$ cat src/rtl/pip_pkg.sv
// Shared encodings for the pipeline hazard controller: forwarding selects,
// FSM state type and the data-memory wait limit.
package pip_pkg;

  localparam logic [1:0] FWD_RF  = 2'b00;
  localparam logic [1:0] FWD_MEM = 2'b01;
  localparam logic [1:0] FWD_WB  = 2'b10;

  localparam logic [3:0] WAIT_MAX = 4'd15;

  typedef enum logic {
    RUN      = 1'b0,
    MEM_WAIT = 1'b1
  } state_t;

endpackage

$ cat src/rtl/pip_fwd_unit.sv
// Per-operand forwarding select: EX/MEM result wins over MEM/WB, x0 never forwards.
module pip_fwd_unit
  import pip_pkg::*;
(
  input  logic [4:0] i_rs,
  input  logic [4:0] i_memRd,
  input  logic       i_memRdEn,
  input  logic [4:0] i_wbRd,
  input  logic       i_wbRdEn,
  output logic [1:0] o_fwd
);

  always_comb begin
    o_fwd = FWD_RF;
    if (i_memRdEn && (i_memRd != 5'd0) && (i_memRd == i_rs)) begin
      o_fwd = FWD_MEM;
    end else if (i_wbRdEn && (i_wbRd != 5'd0) && (i_wbRd == i_rs)) begin
      o_fwd = FWD_WB;
    end
  end

endmodule

$ cat src/rtl/pip_hazard_ctrl.sv
// Pipeline hazard controller: stalls, flushes, operand forwarding and memory-wait FSM.
// Define PIP_HAZARD_FWD_EN to enable forwarding; otherwise RAW hazards stall instead.
module pip_hazard_ctrl
  import pip_pkg::*;
(
  input  logic        clk,
  input  logic        rst,
  input  logic [4:0]  id_rs1,
  input  logic [4:0]  id_rs2,
  input  logic [4:0]  ex_rs1,
  input  logic [4:0]  ex_rs2,
  input  logic [4:0]  ex_rd,
  input  logic        ex_rdEn,
  input  logic        ex_is_load,
  input  logic [4:0]  mem_rd,
  input  logic        mem_rdEn,
  input  logic [4:0]  wb_rd,
  input  logic        wb_rdEn,
  input  logic        br_taken,
  input  logic        dmem_req,
  input  logic        dmem_ready,
  output logic        stall_pc,
  output logic        stall_ifid,
  output logic        stall_idex,
  output logic        stall_exmem,
  output logic        flush_ifid,
  output logic        flush_idex,
  output logic [1:0]  fwd_a,
  output logic [1:0]  fwd_b,
  output logic        mem_err,
  output logic [15:0] stall_cnt,
  output logic [15:0] flush_cnt
);

  state_t      r_state;
  state_t      w_stateNext;
  logic [3:0]  r_waitCnt;
  logic        r_memErr;
  logic [15:0] r_stallCnt;
  logic [15:0] r_flushCnt;
  logic        w_hazard;
  logic        w_waitLast;
  logic [1:0]  w_fwdA;
  logic [1:0]  w_fwdB;

`ifdef PIP_HAZARD_FWD_EN
  pip_fwd_unit u_fwdA (
    .i_rs      (ex_rs1),
    .i_memRd   (mem_rd),
    .i_memRdEn (mem_rdEn),
    .i_wbRd    (wb_rd),
    .i_wbRdEn  (wb_rdEn),
    .o_fwd     (w_fwdA)
  );

  pip_fwd_unit u_fwdB (
    .i_rs      (ex_rs2),
    .i_memRd   (mem_rd),
    .i_memRdEn (mem_rdEn),
    .i_wbRd    (wb_rd),
    .i_wbRdEn  (wb_rdEn),
    .o_fwd     (w_fwdB)
  );

  assign w_hazard = ex_is_load && ex_rdEn && (ex_rd != 5'd0) &&
                    ((ex_rd == id_rs1) || (ex_rd == id_rs2));
`else
  logic w_hazRs1;
  logic w_hazRs2;
  logic w_unused;

  // Without forwarding any in-flight writer of an ID source must drain; WB is write-through.
  assign w_hazRs1 = (id_rs1 != 5'd0) &&
                    ((ex_rdEn && (ex_rd == id_rs1)) || (mem_rdEn && (mem_rd == id_rs1)));
  assign w_hazRs2 = (id_rs2 != 5'd0) &&
                    ((ex_rdEn && (ex_rd == id_rs2)) || (mem_rdEn && (mem_rd == id_rs2)));
  assign w_hazard = w_hazRs1 || w_hazRs2;
  assign w_fwdA   = FWD_RF;
  assign w_fwdB   = FWD_RF;
  assign w_unused = ^{ex_rs1, ex_rs2, wb_rd, wb_rdEn, ex_is_load};
`endif

  assign w_waitLast = (r_waitCnt == (WAIT_MAX - 4'd1));

  // Priority: memory wait holds everything, then branch flush, then data hazard stall.
  always_comb begin
    w_stateNext = r_state;
    stall_pc    = 1'b0;
    stall_ifid  = 1'b0;
    stall_idex  = 1'b0;
    stall_exmem = 1'b0;
    flush_ifid  = 1'b0;
    flush_idex  = 1'b0;
    fwd_a       = FWD_RF;
    fwd_b       = FWD_RF;
    if (!rst) begin
      fwd_a = w_fwdA;
      fwd_b = w_fwdB;
      if (r_state == MEM_WAIT) begin
        stall_pc    = 1'b1;
        stall_ifid  = 1'b1;
        stall_idex  = 1'b1;
        stall_exmem = 1'b1;
        if (dmem_ready || w_waitLast) begin
          w_stateNext = RUN;
        end
      end else if (dmem_req && !dmem_ready) begin
        stall_pc    = 1'b1;
        stall_ifid  = 1'b1;
        stall_idex  = 1'b1;
        stall_exmem = 1'b1;
        w_stateNext = MEM_WAIT;
      end else if (br_taken) begin
        flush_ifid = 1'b1;
        flush_idex = 1'b1;
      end else if (w_hazard) begin
        stall_pc   = 1'b1;
        stall_ifid = 1'b1;
        flush_idex = 1'b1;
      end
    end
  end

  always_ff @(posedge clk) begin
    if (rst) begin
      r_state    <= RUN;
      r_waitCnt  <= 4'd0;
      r_memErr   <= 1'b0;
      r_stallCnt <= 16'd0;
      r_flushCnt <= 16'd0;
    end else begin
      r_state <= w_stateNext;
      if ((r_state == RUN) && (w_stateNext == MEM_WAIT)) begin
        r_waitCnt <= 4'd0;
      end else if ((r_state == MEM_WAIT) && !dmem_ready) begin
        r_waitCnt <= r_waitCnt + 4'd1;
        if (w_waitLast) begin
          r_memErr <= 1'b1;
        end
      end
      if (stall_pc && (r_stallCnt != 16'hFFFF)) begin
        r_stallCnt <= r_stallCnt + 16'd1;
      end
      if ((flush_ifid || flush_idex) && (r_flushCnt != 16'hFFFF)) begin
        r_flushCnt <= r_flushCnt + 16'd1;
      end
    end
  end

  assign mem_err   = r_memErr;
  assign stall_cnt = r_stallCnt;
  assign flush_cnt = r_flushCnt;

endmodule

$ cat config.mk
export PLATFORM = sky130hd
export DESIGN_NAME = pip_hazard_ctrl
export DESIGN_NICKNAME = d
export VERILOG_FILES = /design/src/rtl/pip_pkg.sv /design/src/rtl/pip_fwd_unit.sv /design/src/rtl/pip_hazard_ctrl.sv
export SDC_FILE = /design/constraint.sdc
export NUM_CORES = 1
export LEC_CHECK = 0
export CAP_MARGIN = 5
export CORE_MARGIN = 3
export CORE_UTILIZATION = 30
export DETAILED_ROUTE_END_ITERATION = 16
export GPL_TIMING_DRIVEN = 0
export PLACE_DENSITY = 0.62
export SLEW_MARGIN = 20
export SYNTH_ARGS = -nofsm -noshare
export SYNTH_HDL_FRONTEND = slang
export SYNTH_HIERARCHICAL = 1
export SYNTH_SLANG_ARGS = --single-unit
$ cat constraint.sdc
create_clock -name clk -period 3.2 [get_ports clk]
set_clock_uncertainty 0.2 [all_clocks]
set_input_delay 0.48 -clock clk [delete_from_list [all_inputs] [get_ports clk]]
set_output_delay 0.48 -clock clk [all_outputs]
set_load 0.005 [all_outputs]
# Yosys cells after proc, flatten, opt, wreduce, memory -nomap -nowiden
# Cells that the tools add are included.
# classes
n_addsub	3
n_eq_ne	7
n_mux	19
bitwise_logic	2
reduce_logical	21
# op_table
cell	n
$add A16 B1 Y16 const B	2
$ne A16 B16 Y1 const B	2
$eq A5 B5 Y1	4
$mux W1	19
$logic_and A1 B1 Y1	11
$reduce_bool A5 Y1	2
$logic_or A1 B1 Y1	5
$add A4 B1 Y4 const B	1
$eq A4 B4 Y1 const B	1
$reduce_and A3 Y1	1
$not A1 Y1	2
$reduce_or A2 Y1	1
$logic_not A1 Y1	1
# totals
reg_bits	38
in_bits	44
out_inout_bits	43
wordCells	57

# Logic depth before layout (Yosys ltp)
# Gate-level depths: netlist (run 1).
# logic_depth
word_depth	12
depth_mapped	10
ltp_nobuf	8

# Least setup slack after synthesis (run 1)
# OpenSTA, ideal clock, no wires.
# synth_path
path_kind	reg2reg
start	register r_stallCnt[0], in the netlist stall_cnt[0]
end	register r_stallCnt[13], in the netlist stall_cnt[13]
setup_time_ns	0.121
t_arrival_ns	2.052
t_required_ns	2.879
slack_ns	0.827
path_stages_with_launch	10
path_buffers	1
period_less_slack_ns	2.373
path_cell_list	dfxtp_1 > ha_1 > inv_1 > or3_1 > buf_2 > o31ai_2 > or2_1 > o22ai_1 > nor2b_1 > mux2_4
# synth_via
elab_chain_len	2
word_cells_on_any_way	3
classes_between	1 x add/sub; 1 x eq/ne; 1 x reduce/logical
# synth_rtl
item	line_no	source
from (decl)	pip_hazard_ctrl.sv:39	logic [15:0] r_stallCnt;
from (signal assigned)	pip_hazard_ctrl.sv:142	r_stallCnt <= r_stallCnt + 16'd1;
parallel branches: the longest is 2 deep, another holds $add A16 B1 Y16	--	
# Several ways; the timed one is not identified.
# A chain may end at the register's enable or synchronous reset.

# Final worst setup path (run 1)
# layout_path
start	input id_rs2[0]
end	output stall_pc
# layout_via
elab_chain_len	10
word_cells_on_any_way	13
classes_between	2 x eq/ne; 5 x mux; 6 x reduce/logical
# layout_rtl
item	line_no	source
from (decl)	pip_hazard_ctrl.sv:9	input logic [4:0] id_rs2,
$eq A5 B5 Y1	pip_hazard_ctrl.sv:76	((ex_rdEn && (ex_rd == id_rs2)) || (mem_rdEn && (mem_rd == id_rs2)));
$logic_and A1 B1 Y1	pip_hazard_ctrl.sv:76	
$logic_or A1 B1 Y1	pip_hazard_ctrl.sv:76	
$logic_and A1 B1 Y1 (*)	pip_hazard_ctrl.sv:75	assign w_hazRs2 = (id_rs2 != 5'd0) &&
$logic_or A1 B1 Y1 (*)	pip_hazard_ctrl.sv:77	assign w_hazard = w_hazRs1 || w_hazRs2;
$mux W1 (*)	pip_hazard_ctrl.sv:116	end else if (w_hazard) begin
$mux W1 (*)	pip_hazard_ctrl.sv:113	end else if (br_taken) begin
$mux W1 (*)	pip_hazard_ctrl.sv:107	end else if (dmem_req && !dmem_ready) begin
$mux W1 (*)	pip_hazard_ctrl.sv:99	if (r_state == MEM_WAIT) begin
$mux W1 (*)	pip_hazard_ctrl.sv:96	if (!rst) begin
to (decl)	pip_hazard_ctrl.sv:22	output logic stall_pc,
# Every way passes the cells marked *; elsewhere a longest branch is shown, timed or not.

==> results of run 1 <==
metrics by stage:
stage,instance area [um^2],util,cells,power [mW]
2_1_floorplan,2276,-,286,0.5832
3_3_place_gp,3050,0.4183,450,0.6664
3_5_place_dp,3050,0.4183,450,0.6706
4_1_cts,3177,0.4357,459,1.017
5_1_grt,3194,0.4381,459,1.065
6_report,3194,0.4381,459,1.008
worst min-delay path, delay by kind of cell, from the launching register on:
| kind | cells | cell delay (ns) |
|---|---|---|
| AO/OA/AOI/OAI | 1 | 0.04 |
| AND/OR/NAND/NOR | 1 | 0.08 |
| flip-flops | 1 | 0.33 |
layout by cell type (no fill, tap or decap), drive strengths merged, types with 13 or more instances in the layout:
cell type / netlist / final
clkdlybuf4s50: 0 / 45
dfxtp: 38 / 38
nor2: 32 / 32
xnor2: 25 / 25
dlygate4sd2: 0 / 20
a21oi: 19 / 19
nand3: 19 / 19
nand2: 15 / 15
o21ai: 14 / 14
nand4: 13 / 13
buf: 11 / 13
timing repair:
action,in CTS,in global routing
pin swaps,9,7
buffers inserted,2,0
gates resized for setup,30,7
hold buffers,0,0
cloned,0,0
setup endpoints to repair,6,3
kinds of logic (layout without fill, tap and decap cells):
kind of cell,Yosys count,count (layout),synth area share
compound gates,52,52,0.1409
xor+xnor,27,27,0.1044
fa+ha+maj,4,4,0.02210
buf+inv,24,98,0.05248
flops,38,38,0.3359
mux,7,7,0.03536
other cells,1,4,0.001656
simple gates,130,130,0.3072
routing by layer:
layer  GRT usage  vias to the layer above  routed length [um]
met2      0.2711                       55                3158
met3     0.02600                        2                 235
met4     0.03907                        0                  29
li1            -                     1156                   -
met5           0                        -                   0
met1      0.1874                     1078                2710
report_power, final:
part           internal (mW)  leakage [nW]  switching [mW]
Sequential             0.480         0.307         0.00977
Combinational         0.0887         0.774          0.0859
Clock                  0.174        0.0482           0.170
flip-flops by register name, indices dropped and copies added (netlist names):
name / flops
flush_cnt: 16
stall_cnt: 16
r_state: 1
mem_err: 1
r_waitCnt: 4
cell type report:
| cell class | count | share of cell area |
|---|---|---|
| buffer | 16 | 0.02977 |
| timing repair buffer | 67 | 0.2005 |
| tap | 99 | 0.03878 |
| multi-input combinational | 224 | 0.4559 |
| clock inverter | 1 | 0.001567 |
| clock buffer | 7 | 0.02703 |
| sequential | 38 | 0.2382 |
| inverter | 7 | 0.008226 |
final timing paths:
kind                                      end  slack, ns  cells past startpoint
worst max-delay path                 stall_pc       0.12                      9
worst min-delay path                  mem_err       0.29                      2
worst max register to register  stall_cnt[13]       0.58                      9
worst min register to register        mem_err       0.29                      2
==> flow_summary.ini, run 1 <==
[critical_path]
slowest_delay_ns = 0.49
crit_path_end_kind = primary output
r2r-start = stall_cnt[0]
critPathMaxFanout = 3
cpMaxStageDelayCell = clkdlybuf4s50_1
crit_buf_inv = 3
crit_start = id_rs2[0]
cp_top_family = buffers and inverters
crit_chain = dlygate4sd2_1 -> xnor2_1 -> nand4_1 -> o22ai_2 -> a22oi_2 -> o21ai_2 -> and2_4 -> buf_4 -> clkdlybuf4s50_1
crit_arrival_ns = 2.40
required_ns = 2.52
cp-start-kind = input pin
worstSetupPathType = input pin to primary output

[synthesis]
postSynthAreaPerCell_um2 = 8.002
synthTopCellsByArea = dfxtp_1 (34%), xnor2_1 (9.7%), nor2_1 (5.3%), a21oi_1 (4.2%), nand3_1 (4.0%)
synth_edf_count = 0
netlist.top_cell.by_area = dfxtp_1
postSynthCellCount = 283
synth_top_area_share = 0.3359
netlist_top_cells_count = dfxtp_1 (38), nor2_1 (32), xnor2_1 (25)
yosysSeqAreaShare = 0.3359
yosysWarnings = 6
synth.most_common_cell = dfxtp_1
synthFlopType = dfxtp_1
ys_types = 49
synth-seq-cells = 38
synth.cell_area_um2 = 2265
async_flop_share = 0

[drt]
drtPass1Iterations = 4
viasPerCell = 4.991
wl_per_cell_um = 13.36
drt_iter0_markers = 101
num_vias = 2291
ant_nets = 0
wl_um = 6134
drcViolationCount = 0

[clocking]
cts_tree = built
cts_inserted_buffers = 5
cts_root_buf = clkbuf_8
htree_levels = 2
worstSkewPairLatency_ns = 0.28
cts.sinks = 38
path_clk_slew_ns = 0.07
clockBufferDepth = 2

[global_route]
grt_max_degree = 15
grt_overflow = 0
grt_first_pass_wirelength_um = 10800
grt_pass1_vias = 2326
track_usage = 0.1518
antenna_found_initial = 0

[die]
rows = 31
num_io_pins = 87
die_x_um = 92.89
die_h_um = 92.89
fp.coreArea_um2 = 7292
die-area_um2 = 8628
initial_core_util = 0.3106

[layout]
drive_above_1_share = 0.1028
nNetsFinal = 407
syn_to_final_growth_pct = 41.05
final-seq-area_um2 = 760.7
antenna_cells = 0
multi_input_area_um2 = 1456
nFillCells = 763

[flow_run]
drv_cap = 0

[power_and_ir_drop]
vdd_drop_max_mv = 0.1475
total_leakage_power_nw = 1.129
pwr_density_cell_nw_per_um2 = 315.6

[sta]
drv_slew = 0
post-route-period-util = 0.9620
fmax_ghz = 0.3249
finalHoldViolCount = 0
fin_tns_setup_ns = 0
max-slew-margin-rel = 0.5898
tightest_slew_ns = 0.6088
min_period_ns = 3.078
fin_ws_ns = 0.1217
setup_viol = 0
hold_ws_ns = 0.2876

[placed_design]
io_buffer_count = 65
place.gp.congestion = 0.8105
pre_cts_ws_ns = -0.5881
dp_hpwl_um = 4705

[hold_path]
hold_path_class = flop to flop
hp-start = mem_err

[run_status]
status = completed
(Power assumes the default switching activity.)
==> run 2: changes to the inputs <==
--- a/config.mk
+++ b/config.mk
@@ -6,6 +6,7 @@
 export NUM_CORES = 1
 export LEC_CHECK = 0
 export CAP_MARGIN = 5
+export CORE_ASPECT_RATIO = 1.75
 export CORE_MARGIN = 3
 export CORE_UTILIZATION = 30
 export DETAILED_ROUTE_END_ITERATION = 16
==> run 2 against run 1 <==
Core utilization is 1.4 points higher. Wire length grew 2.3%. Setup slack worse by 0.021 ns. Final cell count down 2.2%. Sequential cell count did not move. Clock-buffer cell count fell by 1. Critical path type unchanged. Combinational power rose by 3%. Sequential power about the same. Cell area is 3.1% higher. Largest cell class unchanged. Global-route usage is 0.25 points lower.
==> flow_summary.ini, run 2 (synthesis gave the netlist of run 1 again) <==
[run_status]
status = completed

[sta]
finalHoldViolCount = 0
max-slew-margin-rel = 0.6054
drv_slew = 0
setup_viol = 0
post-route-period-util = 0.9684
min_period_ns = 3.099
fmax_ghz = 0.3227
hold_ws_ns = 0.2857
tightest_slew_ns = 0.5918

[clocking]
clockBufferDepth = 2
path_clk_slew_ns = 0.06
cts_inserted_buffers = 5
ctsHoldBuffers = 0
worstSkewPairLatency_ns = 0.29
cts_tree = built
htree_levels = 2
cts.sinks = 38
cts_root_buf = clkbuf_16

[drt]
viasPerCell = 5.149
wl_per_cell_um = 13.98
drcViolationCount = 0
drt_iter0_markers = 101
wl_um = 6275
ant_nets = 0
num_vias = 2312
drtPass1Iterations = 4

[layout]
final_common_cell = clkdlybuf4s50_1
final_cell_mix = clkdlybuf4s50_1 (46), dfxtp_1 (38), nor2_1 (32)
stdcell_count = 449
drive_above_1_share = 0.1102
antenna_cells = 0
nNetsFinal = 410
syn_to_final_growth_pct = 45.36

[power_and_ir_drop]
total_leakage_power_nw = 1.216
vdd_drop_max_mv = 0.2238
pwr_density_cell_nw_per_um2 = 357.9

[global_route]
grt_overflow = 0
antenna_found_initial = 0
grt_pass1_vias = 2243
grt_first_pass_wirelength_um = 10290
track_usage = 0.1492
grt_max_degree = 13

[placed_design]
dp_hpwl_um = 4714
io_buffer_count = 65
dp.cells = 437
place.gp.congestion = 0.9076

[die]
die_h_um = 120.9
num_io_pins = 87
die-area_um2 = 8669
fp.coreArea_um2 = 7284
initial_core_util = 0.3109
die_x_um = 71.68
rows = 41

[critical_path]
crit_arrival_ns = 2.42
required_ns = 2.52
critPathMaxFanout = 10
cp-start-kind = input pin
crit_path_end_kind = primary output
worstSetupPathType = input pin to primary output

[flow_run]
drv_cap = 0

[hold_path]
hold_path_class = flop to flop
-- run 2: cell count changes in the layout (fill, tap and decap cells not counted), sizes merged --
cell and delta:
dlygate4sd2 -8, dlymetal6s2s +7, buf +3, clkbuf -1, clkdlybuf4s50 +1, clkinvlp +1
-- run 2: what timing repair did --
| item | CTS | global route |
|---|---|---|
| pin swaps | 11 | 7 |
| buffers inserted | 4 | 1 |
| endpoints found under the setup margin | 6 | 3 |
| hold endpoints to repair | 0 | 0 |
| cloned | 0 | 0 |
| gates resized for setup | 22 | 13 |
-- run 2: power by group --
group          internal [mW]  total [mW]  switching, mW
logic                 0.0932       0.180         0.0869
registers              0.481       0.490        0.00978
clock network          0.308       0.508          0.199
total                  0.882        1.18          0.296
-- run 2: layout make-up --
class	count	area, um^2
inverters	7	26.28
well taps	86	107.6
flip-flops and latches	38	760.7
fillers	722	3993
clock buffers	6	138.9
multi-input cells	224	1461
clock inverters	2	12.51
plain buffers	16	93.84
repair buffers	70	690.7
-- run 2: worst max-delay path, cell delays in order --
cell	delay, ns
clkdlybuf4s50_1	0.51
clkbuf_1	0.40
buf_2	0.35
nor2_1	0.11
buf_4	0.14
clkdlybuf4s50_1	0.43
-- run 2: per-stage QoR --
stage / power, mW / area [um^2] / util / worst slack, ns / TNS, ns
after floorplan: 0.5832 / 2276 / - / 0.8267 / 0
after global placement: 0.6681 / 3034 / 0.4165 / -0.5099 / -1.808
after detailed placement: 0.6708 / 3034 / 0.4165 / -0.5304 / -1.876
after CTS: 1.186 / 3243 / 0.4452 / -0.04933 / -0.04933
after global routing: 1.220 / 3292 / 0.4519 / -0.001839 / -0.001839
final: 1.178 / 3292 / 0.4519 / 0.1011 / 0
-- run 2: final timing paths --
check,cells past startpoint,end,slack [ns],startpoint
setup / recovery,6,stall_idex,0.10,rst
hold / removal,2,mem_err,0.29,mem_err
setup reg to reg,9,stall_cnt[13],0.63,stall_cnt[0]
hold reg to reg,2,mem_err,0.29,mem_err
-- run 2: per-layer routing --
layer / wire (um) / global-route usage / vias to the layer above / part of all wire
li1: - / - / 1165 / -
met2: 3198 / 0.2736 / 62 / 0.51
met5: 0 / 0 / - / 0
met1: 2530 / 0.1589 / 1072 / 0.40
met4: 195 / 0.06588 / 0 / 0.031
met3: 350 / 0.03234 / 13 / 0.056
==> run 3: changes to the inputs <==
--- a/config.mk
+++ b/config.mk
@@ -7,7 +7,7 @@
 export LEC_CHECK = 0
 export CAP_MARGIN = 5
 export CORE_ASPECT_RATIO = 1.75
-export CORE_MARGIN = 3
+export CORE_MARGIN = 2
 export CORE_UTILIZATION = 30
 export DETAILED_ROUTE_END_ITERATION = 16
 export GPL_TIMING_DRIVEN = 0
==> run 3 against run 2 <==
Sequential cell count is the same. Die area shrank 4.4%. Via count grew 1.3%. First-iteration DRC count grew 3.0%. Core utilization grew 0.46 points. Sequential power is essentially flat. Setup slack lost 0.065 ns. Clock-buffer cell count grew 1. Power is essentially flat. Critical path type unchanged.
==> flow_summary.ini, run 3 (synthesis gave the netlist of run 1 again) <==
[drt]
ant_nets = 0
num_vias = 2342
viasPerCell = 5.136
wl_per_cell_um = 13.81
drtPass1Iterations = 4
wl_um = 6298
drt_iter0_markers = 104
drcViolationCount = 0

[hold_path]
hp-start = mem_err
hold_path_class = flop to flop

[sta]
post-route-period-util = 0.9888
max-slew-margin-rel = 0.6100
min_period_ns = 3.164
grt_setup_unrepaired = yes
tightest_slew_ns = 0.5850
drv_slew = 0
setup_viol = 0
fmax_ghz = 0.3160
finalHoldViolCount = 0
hold_ws_ns = 0.2826

[layout]
final_core_util = 0.4565
final_common_cell = clkdlybuf4s50_1
drive_above_1_share = 0.1243
antenna_cells = 0
nNetsFinal = 417
final_cell_mix = clkdlybuf4s50_1 (49), dfxtp_1 (38), nor2_1 (32)
fin_area_um2 = 3326
nFillCells = 732
syn_to_final_growth_pct = 46.85
stdcell_count = 456

[critical_path]
crit_path_end_kind = primary output
crit_start = mem_rd[4]
crit_chain = clkdlybuf4s50_1 -> xnor2_1 -> nand4_1 -> o22ai_2 -> a22oi_2 -> o21ai_2 -> and2_4 -> buf_4 -> clkdlybuf4s50_1
required_ns = 2.52
crit_arrival_ns = 2.48
r2r_setup_slack_ns = 0.56
cp_top_family = buffers and inverters
worstSetupPathType = input pin to primary output
r2r-start = r_state
cpMaxStageDelayCell = clkdlybuf4s50_1
crit_buf_inv = 3
cp-start-kind = input pin
slowest_delay_ns = 0.51
critPathMaxFanout = 2
cpMostUsedCell = clkdlybuf4s50_1

[flow_run]
drv_cap = 0

[clocking]
cts.sinks = 38
htree_levels = 2
path_clk_slew_ns = 0.06
worstSkewPairLatency_ns = 0.28
cts_tree = built
clockBufferDepth = 2
ctsHoldBuffers = 0
cts_inserted_buffers = 5
cts_root_buf = clkbuf_16

[global_route]
antenna_found_initial = 0
grt_max_degree = 14
grt_overflow = 0
grt_first_pass_wirelength_um = 10410
track_usage = 0.1531
grt_pass1_vias = 2281

[placed_design]
place_area_um2 = 3034
dp.cells = 437
io_buffer_count = 65
dp_hpwl_um = 4715
place.gp.congestion = 0.9297

[die]
initial_core_util = 0.3109
die-area_um2 = 8287
num_io_pins = 87
die_x_um = 69.68
rows = 41
die_h_um = 118.9
fp.coreArea_um2 = 7284

[power_and_ir_drop]
power_mw = 1.179
total_leakage_power_nw = 1.226
pwr_density_cell_nw_per_um2 = 354.5
vdd_drop_max_mv = 0.1846

[run_status]
status = completed
-- run 3: cell count changes in the layout (fill, tap and decap cells not counted), sizes merged --
cell / before / now
buf: 16 / 24
clkdlybuf4s50: 46 / 49
clkinvlp: 1 / 0
dlymetal6s2s: 7 / 4
-- run 3: routing by layer --
layer | up-vias | share of wire | track usage
met1 | 1075 | 0.41 | 0.1679
met4 | 0 | 0.030 | 0.07933
li1 | 1177 | - | -
met2 | 78 | 0.51 | 0.2788
met3 | 12 | 0.050 | 0.02369
met5 | - | 0 | 0
-- run 3: cell type report --
class / count / area (um^2) / share of cell area
Tap cell: 86 / 107.6 / 0.03236
Inverter: 7 / 26.28 / 0.007901
Clock inverter: 1 / 5.005 / 0.001505
Clock buffer: 7 / 142.6 / 0.04289
Buffer: 16 / 93.84 / 0.02822
Sequential cell: 38 / 760.7 / 0.2287
Timing Repair Buffer: 77 / 735.7 / 0.2212
Multi-Input combinational cell: 224 / 1454 / 0.4372
-- run 3: worst reg2reg max path: stages, from the launching register on --
cell and delay (ns):
dfxtp_1 0.39, a21oi_4 0.26, buf_4 0.22, o21ai_2 0.07, buf_4 0.14, buf_4 0.12
buf_4 0.12, buf_4 0.12, buf_4 0.12, buf_4 0.12, buf_4 0.12, buf_4 0.13
nand3_1 0.09, mux2_2 0.32
-- run 3: power breakdown --
| group | switching [mW] | internal (mW) | total [mW] |
|---|---|---|---|
| clock network | 0.189 | 0.309 | 0.498 |
| logic | 0.0878 | 0.103 | 0.191 |
| registers | 0.00949 | 0.481 | 0.490 |
-- run 3: repair_timing --
item | 4_1_cts | 5_1_grt
resized for setup | 21 | 11
setup buffers | 11 | 1
pin swaps | 10 | 5
endpoints found under the setup margin | 6 | 4
-- run 3: metrics by stage --
step	setup slack, ns	TNS (ns)
6_report	0.03579	0
5_1_grt	-0.03300	-0.03300
3_5_place_dp	-0.5311	-1.838
3_3_place_gp	-0.4581	-1.564
2_1_floorplan	0.8267	0
4_1_cts	-0.03219	-0.03219
-- run 3: worst paths after layout --
kind / endpoint / cells past startpoint
min: mem_err / 2
min reg2reg: mem_err / 2
max: stall_pc / 9
max reg2reg: stall_cnt[14] / 13
